## config.mk

```make
export PLATFORM = sky130hd
export DESIGN_NAME = logic_sweep_sequencer
export DESIGN_NICKNAME = d
export VERILOG_FILES = /design/src/rtl/logic_sweep_pkg.sv /design/src/rtl/sweep_majority_sampler.sv /design/src/rtl/logic_sweep_sequencer.sv
export SDC_FILE = /design/constraint.sdc
export NUM_CORES = 1
export LEC_CHECK = 0
export CAP_MARGIN = 20
export CORE_UTILIZATION = 56
export CTS_CLUSTER_SIZE = 24
export DETAILED_ROUTE_END_ITERATION = 7
export PLACE_DENSITY_LB_ADDON = 0.08
export SYNTH_ARGS = -nofsm -noshare
export SYNTH_HDL_FRONTEND = slang
export SYNTH_SLANG_ARGS = --single-unit
```

## constraint.sdc

```tcl
create_clock -name clk -period 3.88 [get_ports clk]
set_clock_uncertainty 0.05 [all_clocks]
set_input_delay 0.776 -clock clk [delete_from_list [all_inputs] [get_ports clk]]
set_output_delay 0.776 -clock clk [all_outputs]
set_load 0.02 [all_outputs]
```

## src/rtl/logic_sweep_pkg.sv

```systemverilog
// Shared types and helpers for the logic sweep sequencer: FSM states,
// default expected table and row/bit mapping.
package logic_sweep_pkg;

  typedef enum logic [2:0] {
    ST_IDLE   = 3'd0,
    ST_APPLY  = 3'd1,
    ST_SAMPLE = 3'd2,
    ST_COMMIT = 3'd3,
    ST_DONE   = 3'd4
  } sweep_state_e;

  localparam logic [15:0] TRUTH_TABLE_DEFAULT = 16'h9591;
  localparam int          NUM_ROWS            = 16;
  localparam int          ROW_W               = 4;
  localparam int          ERR_W               = 5;

  // Tables are stored MSB-first: row 0 lives in bit 15.
  function automatic logic [3:0] row_to_bit(input logic [3:0] r);
    return 4'd15 - r;
  endfunction

  function automatic logic majority_of(input int ones, input int samples);
    return ones > (samples / 2);
  endfunction

endpackage

```

## src/rtl/sweep_majority_sampler.sv

```systemverilog
// Counts the ones seen on the circuit output while enabled and reports the
// majority decision over the SAMPLES samples taken for the current row.
module sweep_majority_sampler
  import logic_sweep_pkg::*;
#(
  parameter int SAMPLES = 3,
  parameter int CNT_W   = $clog2(SAMPLES + 1)
) (
  input  logic             clk,
  input  logic             rst,
  input  logic             clear_i,
  input  logic             enable_i,
  input  logic             dut_out_i,
  output logic [CNT_W-1:0] ones_o,
  output logic             majority_o
);

  logic [CNT_W-1:0] ones_q;

  always_ff @(posedge clk or posedge rst) begin
    if (rst) begin
      ones_q <= '0;
    end else if (clear_i) begin
      ones_q <= '0;
    end else if (enable_i && dut_out_i) begin
      ones_q <= ones_q + 1'b1;
    end
  end

  assign ones_o     = ones_q;
  assign majority_o = majority_of(int'(ones_q), SAMPLES);

endmodule

```

## src/rtl/logic_sweep_sequencer.sv

```systemverilog
// Sweeps all 16 input rows of a 4-input circuit, majority-votes its output per
// row and compares the assembled truth table with TRUTH_TABLE.
module logic_sweep_sequencer
  import logic_sweep_pkg::*;
#(
  parameter logic [15:0] TRUTH_TABLE   = TRUTH_TABLE_DEFAULT,
  parameter int          SETTLE_CYCLES = 4,
  parameter int          SAMPLES       = 3,
  parameter int          SCNT_W        = $clog2(SAMPLES + 1)
) (
  input  logic              clk,
  input  logic              rst,
  input  logic              start,
  input  logic              abort,
  output logic              in1,
  output logic              in2,
  output logic              in3,
  output logic              in4,
  input  logic              dut_out,
  output logic              busy,
  output logic              done,
  output logic              pass,
  output logic [15:0]       obs_table,
  output logic [ERR_W-1:0]  err_count,
  output sweep_state_e      state_dbg,
  output logic [SCNT_W-1:0] ones_dbg
);

  localparam int PH_MAX = (SETTLE_CYCLES > SAMPLES) ? SETTLE_CYCLES : SAMPLES;
  localparam int PH_W   = $clog2(PH_MAX + 1);
  localparam logic [PH_W-1:0] SETTLE_LAST = PH_W'(SETTLE_CYCLES - 1);
  localparam logic [PH_W-1:0] SAMPLE_LAST = PH_W'(SAMPLES - 1);

  sweep_state_e     state_q;
  logic [ROW_W-1:0] row_q;
  logic [ROW_W-1:0] in_q;
  logic [PH_W-1:0]  ph_q;
  logic             busy_q;
  logic             done_q;
  logic             pass_q;
  logic [15:0]      obs_q;
  logic [ERR_W-1:0] err_q;

  logic [3:0]       bit_idx;
  logic             maj_bit;
  logic             mismatch;
  logic [ERR_W-1:0] err_d;

  sweep_majority_sampler #(
    .SAMPLES (SAMPLES),
    .CNT_W   (SCNT_W)
  ) u_sampler (
    .clk        (clk),
    .rst        (rst),
    .clear_i    (state_q == ST_IDLE || state_q == ST_APPLY),
    .enable_i   (state_q == ST_SAMPLE),
    .dut_out_i  (dut_out),
    .ones_o     (ones_dbg),
    .majority_o (maj_bit)
  );

  assign bit_idx  = row_to_bit(row_q);
  assign mismatch = maj_bit != TRUTH_TABLE[bit_idx];
  assign err_d    = err_q + ERR_W'(mismatch);

  // Host handshake: start is a one-cycle request taken only while busy=0;
  // abort cancels a running sweep (never a DONE cycle); done pulses once per
  // completed sweep, with pass/obs_table/err_count valid from then on.
  always_ff @(posedge clk or posedge rst) begin
    if (rst) begin
      state_q <= ST_IDLE;
      row_q   <= '0;
      in_q    <= '0;
      ph_q    <= '0;
      busy_q  <= 1'b0;
      done_q  <= 1'b0;
      pass_q  <= 1'b0;
      obs_q   <= '0;
      err_q   <= '0;
    end else begin
      done_q <= 1'b0;
      case (state_q)
        ST_IDLE: begin
          in_q   <= '0;
          busy_q <= 1'b0;
          if (start) begin
            obs_q   <= '0;
            err_q   <= '0;
            pass_q  <= 1'b0;
            row_q   <= '0;
            ph_q    <= '0;
            busy_q  <= 1'b1;
            state_q <= ST_APPLY;
          end
        end
        ST_APPLY, ST_SAMPLE, ST_COMMIT: begin
          if (abort) begin
            state_q <= ST_IDLE;
            busy_q  <= 1'b0;
            pass_q  <= 1'b0;
            in_q    <= '0;
            ph_q    <= '0;
          end else if (state_q == ST_APPLY) begin
            if (ph_q == SETTLE_LAST) begin
              ph_q    <= '0;
              state_q <= ST_SAMPLE;
            end else begin
              ph_q <= ph_q + 1'b1;
            end
          end else if (state_q == ST_SAMPLE) begin
            if (ph_q == SAMPLE_LAST) begin
              ph_q    <= '0;
              state_q <= ST_COMMIT;
            end else begin
              ph_q <= ph_q + 1'b1;
            end
          end else begin
            obs_q[bit_idx] <= maj_bit;
            err_q          <= err_d;
            if (row_q == 4'd15) begin
              state_q <= ST_DONE;
              done_q  <= 1'b1;
              pass_q  <= (err_d == '0);
              in_q    <= '0;
            end else begin
              row_q   <= row_q + 1'b1;
              in_q    <= row_q + 1'b1;
              state_q <= ST_APPLY;
            end
          end
        end
        ST_DONE: begin
          busy_q  <= 1'b0;
          state_q <= ST_IDLE;
        end
        default: state_q <= ST_IDLE;
      endcase
    end
  end

  assign {in1, in2, in3, in4} = in_q;
  assign busy      = busy_q;
  assign done      = done_q;
  assign pass      = pass_q;
  assign obs_table = obs_q;
  assign err_count = err_q;
  assign state_dbg = state_q;

endmodule

```

Word-level counts from Yosys, hierarchy flattened --
Memory sizes are Yosys's and may differ from the RTL's. Index checks and enable logic that the tools add are counted.
Word-level totals: register bits after elaboration 40, latch bits 0, memory bits (writable) 0, bits in read-only memories 16, bits of input ports 5, output and inout port bits 33, word-level logic and storage cells 111, memories kept 1
Memories:
- (name not given) | depth 16, bits a word 1, rd ports 1, clocked after memory_dff 0, write ports 0, line logic_sweep_sequencer.sv:63 | assign mismatch = maj_bit != TRUTH_TABLE[bit_idx];
Cells by class: add/sub/neg operators 5, multipliers 0, div/mod/pow operators 0, $lt $le $gt $ge 3, equality and inequality tests 20, shifts and indexed selects 0, mux-type cells 56, bitwise logic cells 0, reduce and logical (&&, ||, !) cells 16
Operators by type and width (count):
- 2-to-1 mux 16 bit | 4
- 2-to-1 mux 3 bit | 13
- 2-to-1 mux 4 bit | 9
- one-hot mux 16 bit (2 select lines) | 1
- 2-to-1 mux 5 bit | 4
- bitwise mux 16 bit | 1
- one-hot mux 4 bit (2 select lines) | 2
- 2-to-1 mux 1 bit | 14
- == test 3 x 2 -> 1 bit (second input constant) | 4
- inequality test 2 bit (second input constant) | 6
- one-hot mux 3 bit (2 select lines) | 2
- one-hot mux 5 bit (2 select lines) | 1
- AND reduction 5 bit | 2
- inequality test 3 bit (second input constant) | 3
- AND reduction 3 bit | 3
- AND reduction 6 bit | 1
- adder 5 x 1 -> 5 bit | 1
- zero test 5 bit | 1
- < comparator 4 x 5 -> 1 bit (second input constant) | 1
- inequality test 5 bit (second input constant) | 1
- adder 4 x 1 -> 4 bit (second input constant) | 1
- demux 1 bit (select 4 bit) | 1
- == test 4 bit (second input constant) | 1
- greater-or-equal comparator 4 x 1 -> 1 bit (second input constant) | 1
- other kinds (19) | 22

Depth between registers and ports, before layout --
Gate-level depths: netlist of run 1.
depth in word-level cells 11, depth in mapped cells 11, mapped depth without buffers 10

By module --
Synthesis of run 1 repeated with hierarchy kept, for this count alone.
Second synthesis, totals: cell total of the unflattened synthesis 238, area, all modules 2214.6 um^2
Modules (own cells, without submodules):
- logic_sweep_sequencer | times used 1, cells an instance 226, area each 2097.0 um^2, seq. area each 950.9 um^2
- sweep_majority_sampler | times used 1, cells an instance 12, area each 117.6 um^2, seq. area each 50.0 um^2

Worst setup path before layout of run 1 --
Ideal clock, no wire load.
kind register to register, start reg row_q[0], end reg pass_q, in the netlist pass, library setup time 0.076 ns, data arrival time 2.053 ns, required time 3.754 ns, slack 1.700 ns, cell stages (with the launch flop) 11, buffers on the path 1, clock period less this slack 2.180 ns, path through dfrtp_1 ha_1 clkbuf_2 mux2i_1 mux2i_1 xnor2_1 ha_1 ha_1 nor4_1 o21ai_1 o21ai_1
Between the ends: word-level cells in the longest chain between the ends 11, elaborated cells on any way between the ends 14, classes of those cells add/sub: 2; eq/ne: 3; mux: 6; reduce/logical: 2; memory: 1
Ends and longest elaborated chain:
- from (decl) | line logic_sweep_sequencer.sv:35 | logic [ROW_W-1:0] row_q;
- from (signal assigned) | line logic_sweep_sequencer.sv:126 | row_q <= row_q + 1'b1;
- subtractor 4 bit | line logic_sweep_pkg.sv:20 | return 4'd15 - r;
- memory read (16 x 1 bit)
- 2-to-1 mux 1 bit (implied by the code) | line logic_sweep_sequencer.sv:63
- inequality test 1 bit | line logic_sweep_sequencer.sv:63
- adder 5 x 1 -> 5 bit | line logic_sweep_sequencer.sv:64 | assign err_d = err_q + ERR_W'(mismatch);
- zero test 5 bit | line logic_sweep_sequencer.sv:123 | pass_q <= (err_d == '0);
- 2-to-1 mux 1 bit | line logic_sweep_sequencer.sv:120 | if (row_q == 4'd15) begin
- 2-to-1 mux 1 bit | line logic_sweep_sequencer.sv:110 | end else if (state_q == ST_SAMPLE) begin
- 2-to-1 mux 1 bit | line logic_sweep_sequencer.sv:103 | end else if (state_q == ST_APPLY) begin
- 2-to-1 mux 1 bit | line logic_sweep_sequencer.sv:97 | if (abort) begin
- one-hot mux 1 bit (2 select lines) | line logic_sweep_sequencer.sv:82 | case (state_q)
- to (signal assigned) | line logic_sweep_sequencer.sv:123
- to (decl) | line logic_sweep_sequencer.sv:40 | logic pass_q;
Parallel ways exist; a longest one is shown, timed or not. The select of a mux whose other input is x is not followed. A chain may end at the register's enable or synchronous reset.

Worst setup path in the final report of run 1 --
start reg state_q[2], in the netlist state_dbg[2], end out state_dbg[2]
RTL lines:
- from (decl) | line logic_sweep_sequencer.sv:34 | sweep_state_e state_q;
- from (signal assigned) | line logic_sweep_sequencer.sv:71 | state_q <= ST_IDLE;
- from (signal assigned) | line logic_sweep_sequencer.sv:93 | state_q <= ST_APPLY;
- from (signal assigned) | line logic_sweep_sequencer.sv:98 | state_q <= ST_IDLE;
- to (decl) | line logic_sweep_sequencer.sv:25 | output sweep_state_e state_dbg,
No word-level cell between the ends.

==> results of run 1 <==
## synth_stat cells (3+ instances only)
library cell,count,share of area
buf_2,7,0.016
clkbuf_1,5,0.0086
a21o_1,4,0.014
mux2i_1,3,0.014
dfrtp_1,40,0.46
a31oi_1,4,0.011
a21oi_1,19,0.044
nor2_1,14,0.024
nand2_1,25,0.043
nand3_1,4,0.0092
inv_1,10,0.017
xnor2_1,3,0.012
nor2b_1,6,0.017
ha_1,11,0.063
o21ai_0,48,0.11
o21ai_1,5,0.011
nor3_1,4,0.0092
## sequential cells by signal (all words and copies together) (netlist names)
signal,count
u_sampler.ones_o,2
obs_table,16
state_dbg,3
err_count,5
busy,1
ph_q,3
in_q,4
row_q,4
done,1
pass,1
## final timing paths
path / startpoint / cells past startpoint / endpoint
worst max-delay path: state_dbg[2] / 1 / state_dbg[2]
worst min-delay path: in_q[3] / 1 / in_q[3]
worst max register to register: row_q[0] / 9 / pass
worst min register to register: in_q[3] / 1 / in_q[3]
max in group asynchronous: rst / 3 / obs_table[1]
min in group asynchronous: rst / 2 / pass
## layout make-up
type                    count  area, um^2  share of cell area
multi-input cells         180        1075              0.3955
inverters                  10       37.54             0.01381
well taps                  48       60.06             0.02210
clock inverters             3       90.09             0.03315
clock buffers               5       68.82             0.02532
flip-flops and latches     40        1001              0.3683
repair buffers             39       385.4              0.1418
## power breakdown
group | total (uW) | switching [uW] | internal (uW)
clock | 468 | 146 | 322
combinational | 344 | 203 | 140
sequential | 496 | 49.8 | 446
## logic make-up after synthesis
group,after synthesis,synth area share
adders and majority gates,11,0.06314
DFF,40,0.4592
and+or+nand+nor,70,0.1613
buffers and inverters,24,0.04765
xor gates and xnor gates,4,0.01608
muxes,3,0.01378
AOI/OAI and AO/OA,92,0.2388
## routing by layer
metal | global-route usage | up-vias | part of all wire
met5 | 0 | - | 0
met4 | 0.05278 | 0 | 0.0061
met3 | 0.05000 | 4 | 0.048
met2 | 0.4171 | 68 | 0.46
met1 | 0.3586 | 891 | 0.48
li1 | - | 932 | -
## per-stage QoR
step / area, um^2 / utilization / power, uW / instances / hold slack, ns
after floorplan: 2180 / - / 745.9 / 244 / 0.4270
after global placement: 2559 / 0.6937 / 835.4 / 317 / 0.4189
after detailed placement: 2559 / 0.6937 / 842.7 / 317 / 0.4162
after CTS: 2718 / 0.7368 / 1309 / 325 / 0.4417
after global routing: 2718 / 0.7368 / 1382 / 325 / 0.4697
final: 2718 / 0.7368 / 1308 / 325 / 0.4388
==> results.py, run 1 <==
metrics = {
    "status": {
        "outcome": "finished clean",
    },
    "layout": {
        "syn_to_final_growth_pct": 24.68,
        "nets": 292,
        "final_layout_size_suffix_gt1_frac": 0.05776,
        "n_antenna_cell": 0,
        "final_common_cell": "o21ai_0",
        "final_cell_mix": "o21ai_0 (48), dfrtp_1 (40), clkdlybuf4s50_1 (37), nand2_1 (25), a21oi_1 (19)",
        "fill_cells": 287,
    },
    "power": {
        "powerDensity_nw_per_um2": 481.3,
        "leakagePower_uw": 0.001175,
        "ir_drop_uv": 340.2,
    },
    "routing": {
        "wl_per_cell_um": 14.55,
        "vias": 1895,
        "wl_um": 4729,
        "viasPerCell": 5.831,
        "first_pass_iters": 4,
        "ant_nets": 0,
        "first_iter_violations": 200,
        "drc": 0,
    },
    "sta": {
        "period_minus_slack_ns": 2.578,
        "worstMarginPinSlew_ns": 0.7739,
        "max_slew_margin": 0.4835,
        "setup_violations": 0,
        "period_share": 0.6644,
        "setup_tns_ns": 0,
        "rsz0062_at_grt": "no",
        "fin_ws_ns": 1.302,
        "hold_violations": 0,
        "fmax_mhz": 387.9,
        "slew_viol_final": 0,
    },
    "clock_tree": {
        "cts_resized": 0,
        "hold_buffers": 0,
        "cts_setup_buffers": 0,
        "numClockSinks": 40,
        "cts_tree": "yes",
        "htreeDepth": 2,
        "cts_made_buffers": 5,
        "path_clk_slew_ns": 0.08,
        "insertion_delay_ns": 0.29,
        "clock-root-buffer": "clkbuf_8",
        "cts_buffer_depth": 2,
    },
    "global_route": {
        "overflow": 0,
        "grt_start_max_net_pins": 24,
        "antenna_found_initial": 0,
        "grt_first_pass_wirelength_um": 8286,
        "grt_pass1_vias": 1783,
        "grtUsageTotal": 0.2574,
    },
    "synth": {
        "async_flop_share": 1.000,
        "synth_area_per_cell_um2": 8.933,
        "syn_nets": 260,
        "synth-edff-count": 0,
        "ys.flop_type": "dfrtp_1",
        "seq_area_frac_synth": 0.4592,
        "yosysWarnings": 0,
        "synth-seq-cells": 40,
        "netlist_area_um2": 2180,
        "yosys.cell_types.count": 44,
        "synthCells": 244,
    },
    "die": {
        "die_y_um": 64.39,
        "fp.dieW_um": 64.39,
        "start_util": 0.5909,
        "core_area_um2": 3689,
        "die_area_um2": 4145,
        "num_rows": 22,
        "io_pins": 38,
    },
    "critical_path": {
        "crit_arrival_ns": 1.75,
        "path_cells": "clkdlybuf4s50_1",
        "cp_top_family": "flip-flops",
        "critical_path.endpoint_type": "primary output",
        "crit_fanout": 22,
        "rrSetupSlack_ns": 1.34,
        "critPathSlowestCell": "dfrtp_1",
        "required_ns": 3.05,
        "critPathKind": "flop to primary output",
        "path_buf_inv": 1,
        "cp-start-kind": "flop",
        "critPathMaxStageDelay_ns": 0.74,
    },
    "placed_design": {
        "gp_routability_congestion": 0.8417,
        "dpl.hpwl_um": 3261,
        "dp_slack_ns": 1.133,
        "io_buffers": 37,
    },
    "flow_run": {
        "drv_cap": 0,
    },
    "worst_hold_path": {
        "hold_class": "flop to flop",
    },
}
Note: power is estimated with default switching activity, not from simulation.
==> run 2: changes to the inputs <==
CORE_UTILIZATION = 47   (was 56)
clock period = 2.1 ns   (was 3.88 ns; I/O delays follow)
==> run 2 against run 1 <==
- the run now ends with setup timing left
- wire length increased by 6.4%
- global-route usage decreased by 3.6 points
- design area increased by 4.7%
- hold slack got worse by 0.00076 ns
- flip-flop and latch count unchanged
- sequential share of layout area decreased by 1.6 points
- sequential power increased by 82%
- combinational power increased by 110%
- core utilization decreased by 9.2 points
- clock power increased by 18%
- count of clock-buffer cells in the layout increased by 2
- critical endpoint is now pass
- highest routed layer unchanged
==> results.py, run 2 (synthesis gave the netlist of run 1 again) <==
metrics = {
    "critical_path": {
        "critical_path.endpoint_type": "flop",
        "r2r_cells": 10,
        "rrSetupSlack_ns": -0.01,
        "critPathLaunch": "row_q[0]",
        "critPathKind": "flop to flop",
        "cp-start-kind": "flop",
        "crit_arrival_ns": 2.29,
        "reg2reg_to": "pass",
        "crit_fanout": 4,
        "required_ns": 2.27,
        "r2r-start": "row_q[0]",
    },
    "clock_tree": {
        "hold_buffers": 0,
        "htreeDepth": 2,
        "clock-root-buffer": "clkbuf_8",
        "insertion_delay_ns": 0.29,
        "cts_buffer_depth": 2,
        "cts_tree": "yes",
        "cts_made_buffers": 5,
        "numClockSinks": 40,
        "path_clk_slew_ns": 0.07,
    },
    "routing": {
        "first_pass_iters": 4,
        "top_layer_used": "met4",
        "wl_met2_um": 2257,
        "first_iter_violations": 184,
        "wl_met1_um": 2455,
        "wl_um": 5032,
        "drc": 0,
        "vias": 1900,
        "dr_wl_met3_um": 261,
        "wl_per_cell_um": 14.63,
        "ant_nets": 0,
        "viasPerCell": 5.523,
    },
    "sta": {
        "hold_violations": 0,
        "max_slew_margin": 0.6593,
        "fin_ws_ns": -0.01121,
        "period_minus_slack_ns": 2.111,
        "setup_violations": 1,
        "setup_tns_ns": -0.01121,
        "slew_viol_final": 0,
        "rsz0062_at_grt": "yes",
        "fmax_mhz": 473.7,
        "worstMarginPinSlew_ns": 0.5110,
        "period_share": 1.005,
    },
    "global_route": {
        "grt_pass1_vias": 1743,
        "overflow": 0,
        "grtUsageTotal": 0.2213,
        "grt_start_max_net_pins": 41,
        "antenna_found_initial": 0,
        "grt_first_pass_wirelength_um": 8611,
    },
    "die": {
        "fp.dieW_um": 70.10,
        "num_rows": 24,
        "io_pins": 38,
        "core_area_um2": 4414,
        "start_util": 0.4938,
        "die_area_um2": 4914,
        "die_y_um": 70.10,
    },
    "layout": {
        "final_common_cell": "o21ai_0",
        "final_cell_mix": "o21ai_0 (44), dfrtp_1 (39), clkdlybuf4s50_1 (37), nand2_1 (25)",
        "syn_to_final_growth_pct": 30.60,
        "final_layout_size_suffix_gt1_frac": 0.1404,
        "final_cells": 344,
        "largest_reg_flops": 16,
        "n_antenna_cell": 0,
        "post-route-cell-area_um2": 2846,
        "nets": 308,
    },
    "flow_run": {
        "drv_cap": 0,
    },
    "placed_design": {
        "gp_routability_congestion": 0.8342,
        "io_buffers": 37,
        "dp_slack_ns": -0.1563,
        "dpl-instance-area_um2": 2686,
        "post-place-cells": 335,
        "dpl.hpwl_um": 3542,
    },
    "worst_hold_path": {
        "hold_start": "in_q[3]",
        "whs_endpoint": "in_q[3]",
        "hold_class": "flop to flop",
        "hold_depth": 1,
    },
    "power": {
        "leakagePower_uw": 0.001227,
        "finalPower_uw": 2176,
        "ir_drop_uv": 484.2,
        "powerDensity_nw_per_um2": 764.3,
    },
    "status": {
        "violations": "setup timing",
        "outcome": "finished, violations left",
    },
}
run 2: cell types whose count changed in the layout (fill, tap and decap cells not counted), moves of 2 or more:
cell | previous run | this run
buf_4 | 2 | 18
ha_2 | 0 | 2
o21ai_0 | 48 | 44
bufinv_16 | 3 | 0
ha_4 | 0 | 2
ha_1 | 11 | 7
clkbuf_8 | 5 | 7
o21ai_1 | 5 | 9
run 2: what timing repair did:
| item | 4_1_cts | 5_1_grt |
|---|---|---|
| resized for setup | 6 | 7 |
| gates cloned | 0 | 0 |
| buffers inserted | 1 | 1 |
| setup endpoints to repair | 2 | 7 |
| pin swaps | 7 | 4 |
run 2: metal layers:
layer  vias to the layer above  track usage
li1                        955            -
met1                       880       0.3265
met2                        59       0.3237
met3                         6      0.03752
met4                         0      0.08667
met5                         -            0
run 2: worst max path at each step:
stage | end | slack, ns | depth (start not counted)
finish | pass | -0.01 | 10
global route | pass | -0.15 | 9
CTS | pass | -0.05 | 10
detailed placement | err_count[4] | -0.16 | 10
global placement | pass | -0.13 | 9
floorplan | pass | 0.006 | 10
run 2: power by group:
group / internal (uW) / leakage [uW] / switching, uW
clock: 293 / 0.0000503 / 260
combinational: 308 / 0.000626 / 412
sequential: 826 / 0.000551 / 77.1
run 2: final cells by class:
| class | count | area (um^2) |
|---|---|---|
| Timing Repair Buffer | 55 | 505.5 |
| Sequential cell | 40 | 1002 |
| Clock buffer | 7 | 96.34 |
| Inverter | 10 | 37.54 |
| Tap cell | 52 | 65.06 |
| Fill cell | 361 | 1568 |
| Multi-Input combinational cell | 180 | 1140 |
run 2: through the flow:
step | util | hold slack, ns
CTS | 0.6366 | 0.4411
global route | 0.6448 | 0.4492
finish | 0.6448 | 0.4381
floorplan | - | 0.4270
detailed placement | 0.6086 | 0.4189
global placement | 0.6086 | 0.4166
run 2: critical path, stage by stage (launching register included):
cell	delay (ns)
dfrtp_1	0.42
ha_2	0.21
mux2i_1	0.16
mux2i_1	0.11
xnor2_1	0.16
ha_2	0.21
buf_4	0.15
a211o_1	0.26
a21oi_2	0.13
o21ai_1	0.08
o21ai_1	0.11
==> run 3: changes to the inputs <==
--- a/config.mk
+++ b/config.mk
@@ -7,5 +7,5 @@
 export LEC_CHECK = 0
 export CAP_MARGIN = 20
-export CORE_UTILIZATION = 47
+export CORE_UTILIZATION = 52
 export CTS_CLUSTER_SIZE = 24
 export DETAILED_ROUTE_END_ITERATION = 7
==> constraint.sdc (replaced) <==
create_clock -name clk -period 2 [get_ports clk]
set_clock_uncertainty 0.05 [all_clocks]
set_input_delay 0.4 -clock clk [delete_from_list [all_inputs] [get_ports clk]]
set_output_delay 0.4 -clock clk [all_outputs]
set_load 0.1 [all_outputs]
==> run 3 against run 2 <==
- the run ends with DRC, setup timing left
- hold slack worse by 0.033 ns
- count of clock-buffer cells in the layout is the same
- non-clock buffer count increased by 8
- global-route usage increased by 3.4 points
- fmax is 5.1% higher
- worst setup slack better by 0.0022 ns
- wire length grew 4.2%
- critical path depth is 1 lower
- largest power group is now combinational logic
- highest routed layer unchanged
==> results.py, run 3 (synthesis gave the netlist of run 1 again) <==
metrics = {
    "die": {
        "core_area_um2": 4000,
        "die_y_um": 66.74,
        "start_util": 0.5449,
        "num_rows": 23,
        "fp.dieW_um": 66.74,
        "io_pins": 38,
        "die_area_um2": 4454,
    },
    "layout": {
        "n_antenna_cell": 0,
        "post-route-cell-area_um2": 3064,
        "final_cells": 351,
        "nets": 316,
        "final_common_cell": "o21ai_0",
        "final_cell_mix": "o21ai_0 (47), buf_4 (46), dfrtp_1 (34), nand2_1 (25), a21oi_1 (18)",
        "syn_to_final_growth_pct": 40.59,
        "final_layout_size_suffix_gt1_frac": 0.3156,
        "largest_reg_flops": 16,
    },
    "routing": {
        "wl_per_cell_um": 14.93,
        "wl_met2_um": 2523,
        "ant_nets": 0,
        "wl_um": 5241,
        "vias": 2017,
        "viasPerCell": 5.746,
        "top_layer_used": "met4",
        "drc": 2,
        "first_pass_iters": 8,
        "dr_wl_met3_um": 250,
        "wl_met1_um": 2394,
        "first_iter_violations": 209,
    },
    "global_route": {
        "grt_first_pass_wirelength_um": 8556,
        "overflow": 0,
        "antenna_found_initial": 0,
        "grt_start_max_net_pins": 41,
        "grtUsageTotal": 0.2548,
        "grt_pass1_vias": 1901,
    },
    "flow_run": {
        "drv_cap": 0,
    },
    "sta": {
        "period_minus_slack_ns": 2.009,
        "hold_violations": 0,
        "fin_ws_ns": -0.009060,
        "fmax_mhz": 497.7,
        "worstMarginPinSlew_ns": 0.6359,
        "period_share": 1.005,
        "max_slew_margin": 0.5752,
        "rsz0062_at_grt": "yes",
        "setup_violations": 1,
        "setup_tns_ns": -0.009060,
        "slew_viol_final": 0,
    },
    "power": {
        "leakagePower_uw": 0.001375,
        "pwr-share-clk": 0.208,
        "intPower_uw": 1603,
        "ir_drop_uv": 596.6,
        "p_switching_uw": 1084,
        "powerDensity_nw_per_um2": 877.1,
        "comb_power_share": 0.438,
        "p_seq_frac": 0.353,
        "p_sw_frac": 0.4034,
    },
    "critical_path": {
        "critical_path.endpoint_type": "flop",
        "crit_arrival_ns": 2.18,
        "critPathKind": "flop to flop",
        "required_ns": 2.17,
        "cp-start-kind": "flop",
        "rrSetupSlack_ns": -0.009,
        "crit_fanout": 4,
    },
    "placed_design": {
        "dpl-instance-area_um2": 2858,
        "gp_routability_congestion": 0.8650,
        "post-place-cells": 339,
        "dp_slack_ns": -0.1482,
        "io_buffers": 37,
        "dpl.hpwl_um": 3656,
    },
    "clock_tree": {
        "cts_buffer_depth": 2,
        "clock-root-buffer": "clkbuf_8",
        "insertion_delay_ns": 0.29,
        "numClockSinks": 40,
        "cts_tree": "yes",
        "htreeDepth": 2,
        "cts_made_buffers": 5,
        "hold_buffers": 0,
        "path_clk_slew_ns": 0.08,
    },
    "worst_hold_path": {
        "hold_class": "primary input to async pin",
    },
    "status": {
        "outcome": "finished, violations left",
        "violations": "DRC, setup timing",
    },
}
==> run 3: cell count changes in the layout (fill, tap and decap cells not counted), sizes merged <==
cell	before	now
buf	18	59
clkdlybuf4s50	37	4
clkinvlp	0	1
==> run 3: power groups by stage <==
stage | sequential [uW] | clock [uW] | combinational [uW]
detailed placement | 959 | 0 | 1130
CTS | 942 | 567 | 1150
finish | 949 | 560 | 1180
global placement | 954 | 0 | 1110
floorplan | 1230 | 0 | 479
global route | 958 | 588 | 1270
==> run 3: final cells by class <==
class,count,area [um^2]
multi-input combinational,180,1211
clock inverter,1,7.507
sequential,40,1013
clock buffer,7,86.33
tap,50,62.56
fill,280,935.9
timing repair buffer,63,645.6
inverter,10,37.54
==> run 3: critical path, cell delays in order, from the launching register on <==
cell and delay (ns):
dfrtp_2 0.45, ha_4 0.18, mux2i_4 0.17, mux2i_4 0.11, xnor2_2 0.19, ha_4 0.19
ha_4 0.20, nor4_2 0.19, o21ai_1 0.09, o21ai_1 0.12
==> run 3: path summary, 6_finish.rpt <==
path | from | end | cells after the start
max reg2reg | row_q[0] | pass | 9
max in group asynchronous | rst | u_sampler.ones_o[0] | 3
min | rst | err_count[1] | 3
max | row_q[0] | pass | 9
min in group clk | in_q[3] | in_q[3] | 1
min reg2reg | in_q[3] | in_q[3] | 1
==> run 3: metal layers <==
metal / vias to the layer above / GRT usage
met5: - / 0
met1: 960 / 0.3515
li1: 976 / -
met3: 8 / 0.05308
met4: 0 / 0.08777
met2: 73 / 0.3939
==> run 3: stage by stage <==
stage                     hold slack (ns)  total power, uW  utilization
after global routing               0.4484             2820       0.7660
after detailed placement           0.4215             2093       0.7144
after CTS                          0.4209             2664       0.7454
final                              0.4051             2688       0.7660
after floorplan                    0.4270             1708            -
after global placement             0.4177             2066       0.7144
==> run 3: repair_timing <==
item / CTS / global route
setup buffers: 1 / 3
setup endpoints to repair: 4 / 5
resized for setup: 5 / 9
hold endpoints to repair: 0 / 0
pin swaps: 1 / 5
==> variant 1, RTL diff (flow settings as in run 2) <==
Set the package constant `ERR_W` to 10 (it was 5).
--- a/src/rtl/logic_sweep_pkg.sv
+++ b/src/rtl/logic_sweep_pkg.sv
@@ -14,5 +14,5 @@
   localparam int          NUM_ROWS            = 16;
   localparam int          ROW_W               = 4;
-  localparam int          ERR_W               = 5;
+  localparam int          ERR_W               = 10;
 
   // Tables are stored MSB-first: row 0 lives in bit 15.
Interface: changed (resized err_count); port bits go from 38 to 43. The function was not compared with the original's and may differ.
==> variant 1 against run 2 <==
The run still ends with negative setup slack left; synthesized area increased by 15%; setup slack got worse by 0.21 ns; core utilization increased by 2.3 points; cell count increased by 20%; critical path depth unchanged; die area increased by 15%; total power increased by 35%; design area increased by 21%; sequential cell count increased by 5; routed wire length increased by 25%; count of clock-buffer cells in the layout unchanged; first-iteration DRC count decreased by 6.0%.
==> variant 1: results (changes against run 2) <==
Status = finished, violations left (unchanged)
Failing checks = negative setup slack (unchanged)
Port Buffers = 42 (was 37)
Largest net degree at the start of global routing = 46 (was 41)
Fillers = 456 (was 361)
Wirelength per Cell = 15.3 um (was 14.6 um)
Crit path DAT = 2.48 ns (was 2.29 ns)
GRT Total Usage = 0.243 (was 0.221)
Lkg Pwr = 0.00150 uW (was 0.00123 uW)
Critical path peak fanout = 4 (unchanged)
Layout cell share with drive strength beyond 1 = 0.201 (was 0.140)
Hpwl dp = 4.21 mm (was 3.54 mm)
Register clock-pin slew on the reported worst setup and hold paths = 0.09 ns (was 0.07 ns)
Routed via count = 2326 (was 1900)
WL final = 6.32 mm (was 5.03 mm)
Final Setup Violations = 6 (was 1)
Placer congestion estimate = 0.854 (was 0.834)
Number of distinct library cells after synthesis = 46 (was 44)
Worst vdd ir = 0.000556 V (was 0.000484 V)
Sequential fraction of the synthesis area = 0.448 (was 0.459)
Reg2Reg Launch Point = row_q[0] (unchanged)
Drt first pass iters = 5 (was 4)
Placed Instances = 402 (was 335)
Worst setup margin = -0.218 ns (was -0.0112 ns)
Yosys warnings = 0 (unchanged)
Minimum hold slack = 0.409 ns (was 0.438 ns)
Hold WC Path Type = primary input to asynchronous set/reset pin (was flip-flop to flip-flop)
Synth top cells by count = o21ai_0, dfrtp_1, nand2_1 (unchanged)
Cells after synthesis = 280 (was 244)
Total nets after synthesis = 296 (was 260)
DR iter-0 viols = 173 (was 184)
First-pass GRT wire length = 10.2 mm (was 8.61 mm)
Slew @ Worst Pin = 0.435 ns (was 0.511 ns)
Final net count = 359 (was 308)
Dominant cells by area after synthesis = dfrtp_1, o21ai_0, ha_1 (unchanged)
[variant 1: cell types whose count changed after synthesis, moves of 3 or more]
| cell | delta |
|---|---|
| nand4_1 | +3 |
| o21ai_0 | +8 |
| a31oi_1 | +3 |
| clkbuf_1 | +8 |
| a41oi_1 | +3 |
| and3_1 | +3 |
| nand2b_1 | +3 |
| dfrtp_1 | +5 |
| o21ai_1 | -5 |
[variant 1: timing repair]
item	in CTS	in global routing
setup buffers	4	0
endpoints found under the setup margin	8	11
pin swaps	11	6
gates resized for setup	13	14
[variant 1: power by group]
group / internal [uW] / switching, uW
registers: 953 / 104
clock network: 298 / 310
logic: 601 / 664
[variant 1: final cells by class]
class,instances,area share
inverters,10,0.0109
flip-flops and latches,45,0.329
repair buffers,75,0.205
multi-input cells,206,0.400
clock buffers,7,0.0281
well taps,70,0.0255
clock inverters,1,0.00146
[variant 1: stage by stage]
step	setup WS [ns]	setup TNS, ns	cell area [um^2]
finish	-0.218	-0.820	3430
global route	-0.331	-1.91	3430
CTS	-0.240	-0.882	3390
detailed placement	-0.330	-1.15	3200
global placement	-0.194	-0.648	3200
floorplan	-0.281	-0.672	2560
[variant 1: worst min-delay path, stage by stage]
cell and delay (ns):
clkdlybuf4s50_1 0.40, clkinv_1 0.07, buf_12 0.24
[variant 1: kinds of logic after synthesis]
family / Yosys count / synth area share
AO/OA/AOI/OAI: 109 / 0.259
multiplexers: 2 / 0.00797
AND/OR/NAND/NOR: 79 / 0.164
adder cells (fa/ha/maj): 11 / 0.0548
XOR/XNOR: 5 / 0.0174
flip-flops: 45 / 0.448
buffers and inverters: 29 / 0.0488
[variant 1: layer usage]
metal | vias to the layer above | global-route usage | routed length (um)
met1 | 1118 | 0.325 | 2960
met3 | 10 | 0.0442 | 273
li1 | 1137 | - | -
met5 | - | 0 | 0
met4 | 0 | 0.0943 | 94
met2 | 61 | 0.390 | 2990
[variant 1: path summary, 6_finish.rpt]
check / depth (start not counted) / to
max in group asynchronous: 3 / state_dbg[1]
min in group clk: 1 / in_q[0]
hold / removal: 3 / err_count[2]
setup / recovery: 10 / pass
setup reg to reg: 10 / pass
hold reg to reg: 1 / in_q[0]
==> variant 2, RTL diff (config.mk and constraints of run 2) <==
Made on the original files. Reset style: synchronous (`rst`), changed in 2 clocked blocks.
--- a/src/rtl/sweep_majority_sampler.sv
+++ b/src/rtl/sweep_majority_sampler.sv
@@ -18,5 +18,5 @@
   logic [CNT_W-1:0] ones_q;
 
-  always_ff @(posedge clk or posedge rst) begin
+  always_ff @(posedge clk) begin
     if (rst) begin
       ones_q <= '0;
--- a/src/rtl/logic_sweep_sequencer.sv
+++ b/src/rtl/logic_sweep_sequencer.sv
@@ -67,5 +67,5 @@
   // abort cancels a running sweep (never a DONE cycle); done pulses once per
   // completed sweep, with pass/obs_table/err_count valid from then on.
-  always_ff @(posedge clk or posedge rst) begin
+  always_ff @(posedge clk) begin
     if (rst) begin
       state_q <= ST_IDLE;
Check against the original RTL: differs if rst is asserted again (counterexample within 4 cycles, from zero or initial values and one cycle with rst high); with rst held inactive, the same outputs for 10 cycles.
==> variant 2 against run 2 <==
Design area up 0.88%; non-clock buffer count up 17; sequential cell count unchanged; setup slack better by 0.12 ns; global-route usage up 0.28 points; routed wire length up 7.4%; cell count up 7.8%; synthesized area down 1.4%; worst hold slack worse by 0.025 ns; maximum frequency up 5.8%; critical endpoint is now pass.
Power is not compared: it rests on default switching activity, and its combinational part moved more than twofold at a synthesized area within 25%.
==> variant 2: results (changes against run 2) <==
HP Start = in_q[1] (was in_q[3])
Routed via count = 2118 (was 1900)
Crit path DAT = 2.18 ns (was 2.29 ns)
Lkg Pwr = 0.00103 uW
Register clock-pin slew on the reported worst setup and hold paths = 0.08 ns
Final non-filler cell total = 371 (was 344)
Maxcap violations = 0 (unchanged)
Sequential fraction of the synthesis area = 0.373 (was 0.459)
Number of distinct library cells after synthesis = 44 (unchanged)
Met2 wirelength from detailed routing = 2.44 mm (was 2.26 mm)
WL final = 5.40 mm (was 5.03 mm)
Vias in the first global route = 1892 (was 1743)
Dominant cells by area after synthesis = dfxtp_1, a21oi_1, ha_1 (was dfrtp_1, o21ai_0, ha_1)
Top_reg_cell synth = dfxtp_1 (was dfrtp_1)
H-tree Lvls = 2 (unchanged)
Top routing layer used = met4 (unchanged)
Pre-CTS WS = -0.0325 ns (was -0.156 ns)
Drt first pass iters = 4 (unchanged)
Cells after synthesis = 265 (was 244)
First-pass GRT wire length = 8.91 mm (was 8.61 mm)
Total nets after synthesis = 281 (was 260)
Met1 Routed Length = 2.62 mm (was 2.46 mm)
Clock Latency Late Sink = 0.30 ns
Longest Clk Path Bufs = 2 (unchanged)
Hold WC Path Type = flip-flop to flip-flop (unchanged)
Final net count = 334 (was 308)
Placer congestion estimate = 0.821 (was 0.834)
Minimum hold slack = 0.413 ns (was 0.438 ns)
Met3 WL post-DR = 283 um (was 261 um)
Critical path type = flip-flop to flip-flop (unchanged)
Placed Instances = 360 (was 335)
Status = finished clean (was finished, violations left)
Max_slew headroom = 0.635 (was 0.659)
R2r setup slk = 0.10 ns (was -0.01 ns)
GRT Total Usage = 0.224 (was 0.221)
Critical path peak fanout = 3 (was 4)
DR iter-0 viols = 213 (was 184)
Synth top cells by count = a21oi_1, dfxtp_1, nor2_1 (was o21ai_0, dfrtp_1, nand2_1)
Reg2Reg Launch Point = row_q[1] (was row_q[0])
Placed Instance Area = 0.00271 mm^2 (was 0.00269 mm^2)
Initial antenna violation count = 0 (unchanged)
CTS root buffer = clkbuf_8 (unchanged)
Largest net degree at the start of global routing = 28 (was 41)
Layout cell share with drive strength beyond 1 = 0.179 (was 0.140)
Hpwl dp = 3.68 mm (was 3.54 mm)
Min Clock Period, post-route = 2.00 ns (was 2.11 ns)
Yosys warnings = 0 (unchanged)
Asr flop ratio synth = 0 (was 1.00)
-- variant 2: final cells by class --
type                    instances  area (um^2)
flip-flops and latches         40          805
inverters                       8         30.0
fillers                       402         1510
clock inverters                 1         7.51
well taps                      52         65.1
multi-input cells             191         1230
repair buffers                 72          646
clock buffers                   7         86.3
-- variant 2: where the power goes --
| group | internal (uW) | switching [uW] |
|---|---|---|
| clock | 267 | 273 |
| combinational | 58.6 | 73.2 |
| sequential | 762 | 6.15 |
| total | 1090 | 353 |
-- variant 2: path summary, 6_finish.rpt --
kind / to / depth (start not counted)
max: pass / 10
min: in_q[1] / 2
max reg2reg: pass / 10
min reg2reg: in_q[1] / 2
-- variant 2: cells by family (layout without fill, tap and decap cells) --
family                   count (synthesis)  in the layout  share of synthesized area
flip-flops                              40             40                      0.373
multiplexers                             4              4                     0.0186
AO/OA/AOI/OAI                           87             87                      0.231
adder cells (fa/ha/maj)                 11             11                     0.0641
AND/OR/NAND/NOR                         82             82                      0.209
XOR/XNOR                                 7              7                     0.0285
buffers and inverters                   34             88                     0.0763
-- variant 2: repair_timing --
| item | 4_1_cts | 5_1_grt |
|---|---|---|
| gates resized for setup | 2 | 8 |
| endpoints found under the setup margin | 2 | 4 |
| gates cloned | 0 | 0 |
| setup buffers | 2 | 2 |
| pin swaps | 2 | 5 |
-- variant 2: metal layers --
metal,up-vias,GRT usage
met3,7,0.0451
met4,0,0.0533
met1,1000,0.306
met2,56,0.365
li1,1055,-
met5,-,0
-- variant 2: critical path, stage by stage (launching register included) --
cell and delay (ns):
dfxtp_2 0.36, inv_2 0.06, ha_4 0.23, mux2i_1 0.16, xnor2_1 0.10, ha_2 0.20
ha_4 0.17, xor2_1 0.13, nor4_1 0.20, nand4b_1 0.14, mux2i_1 0.13
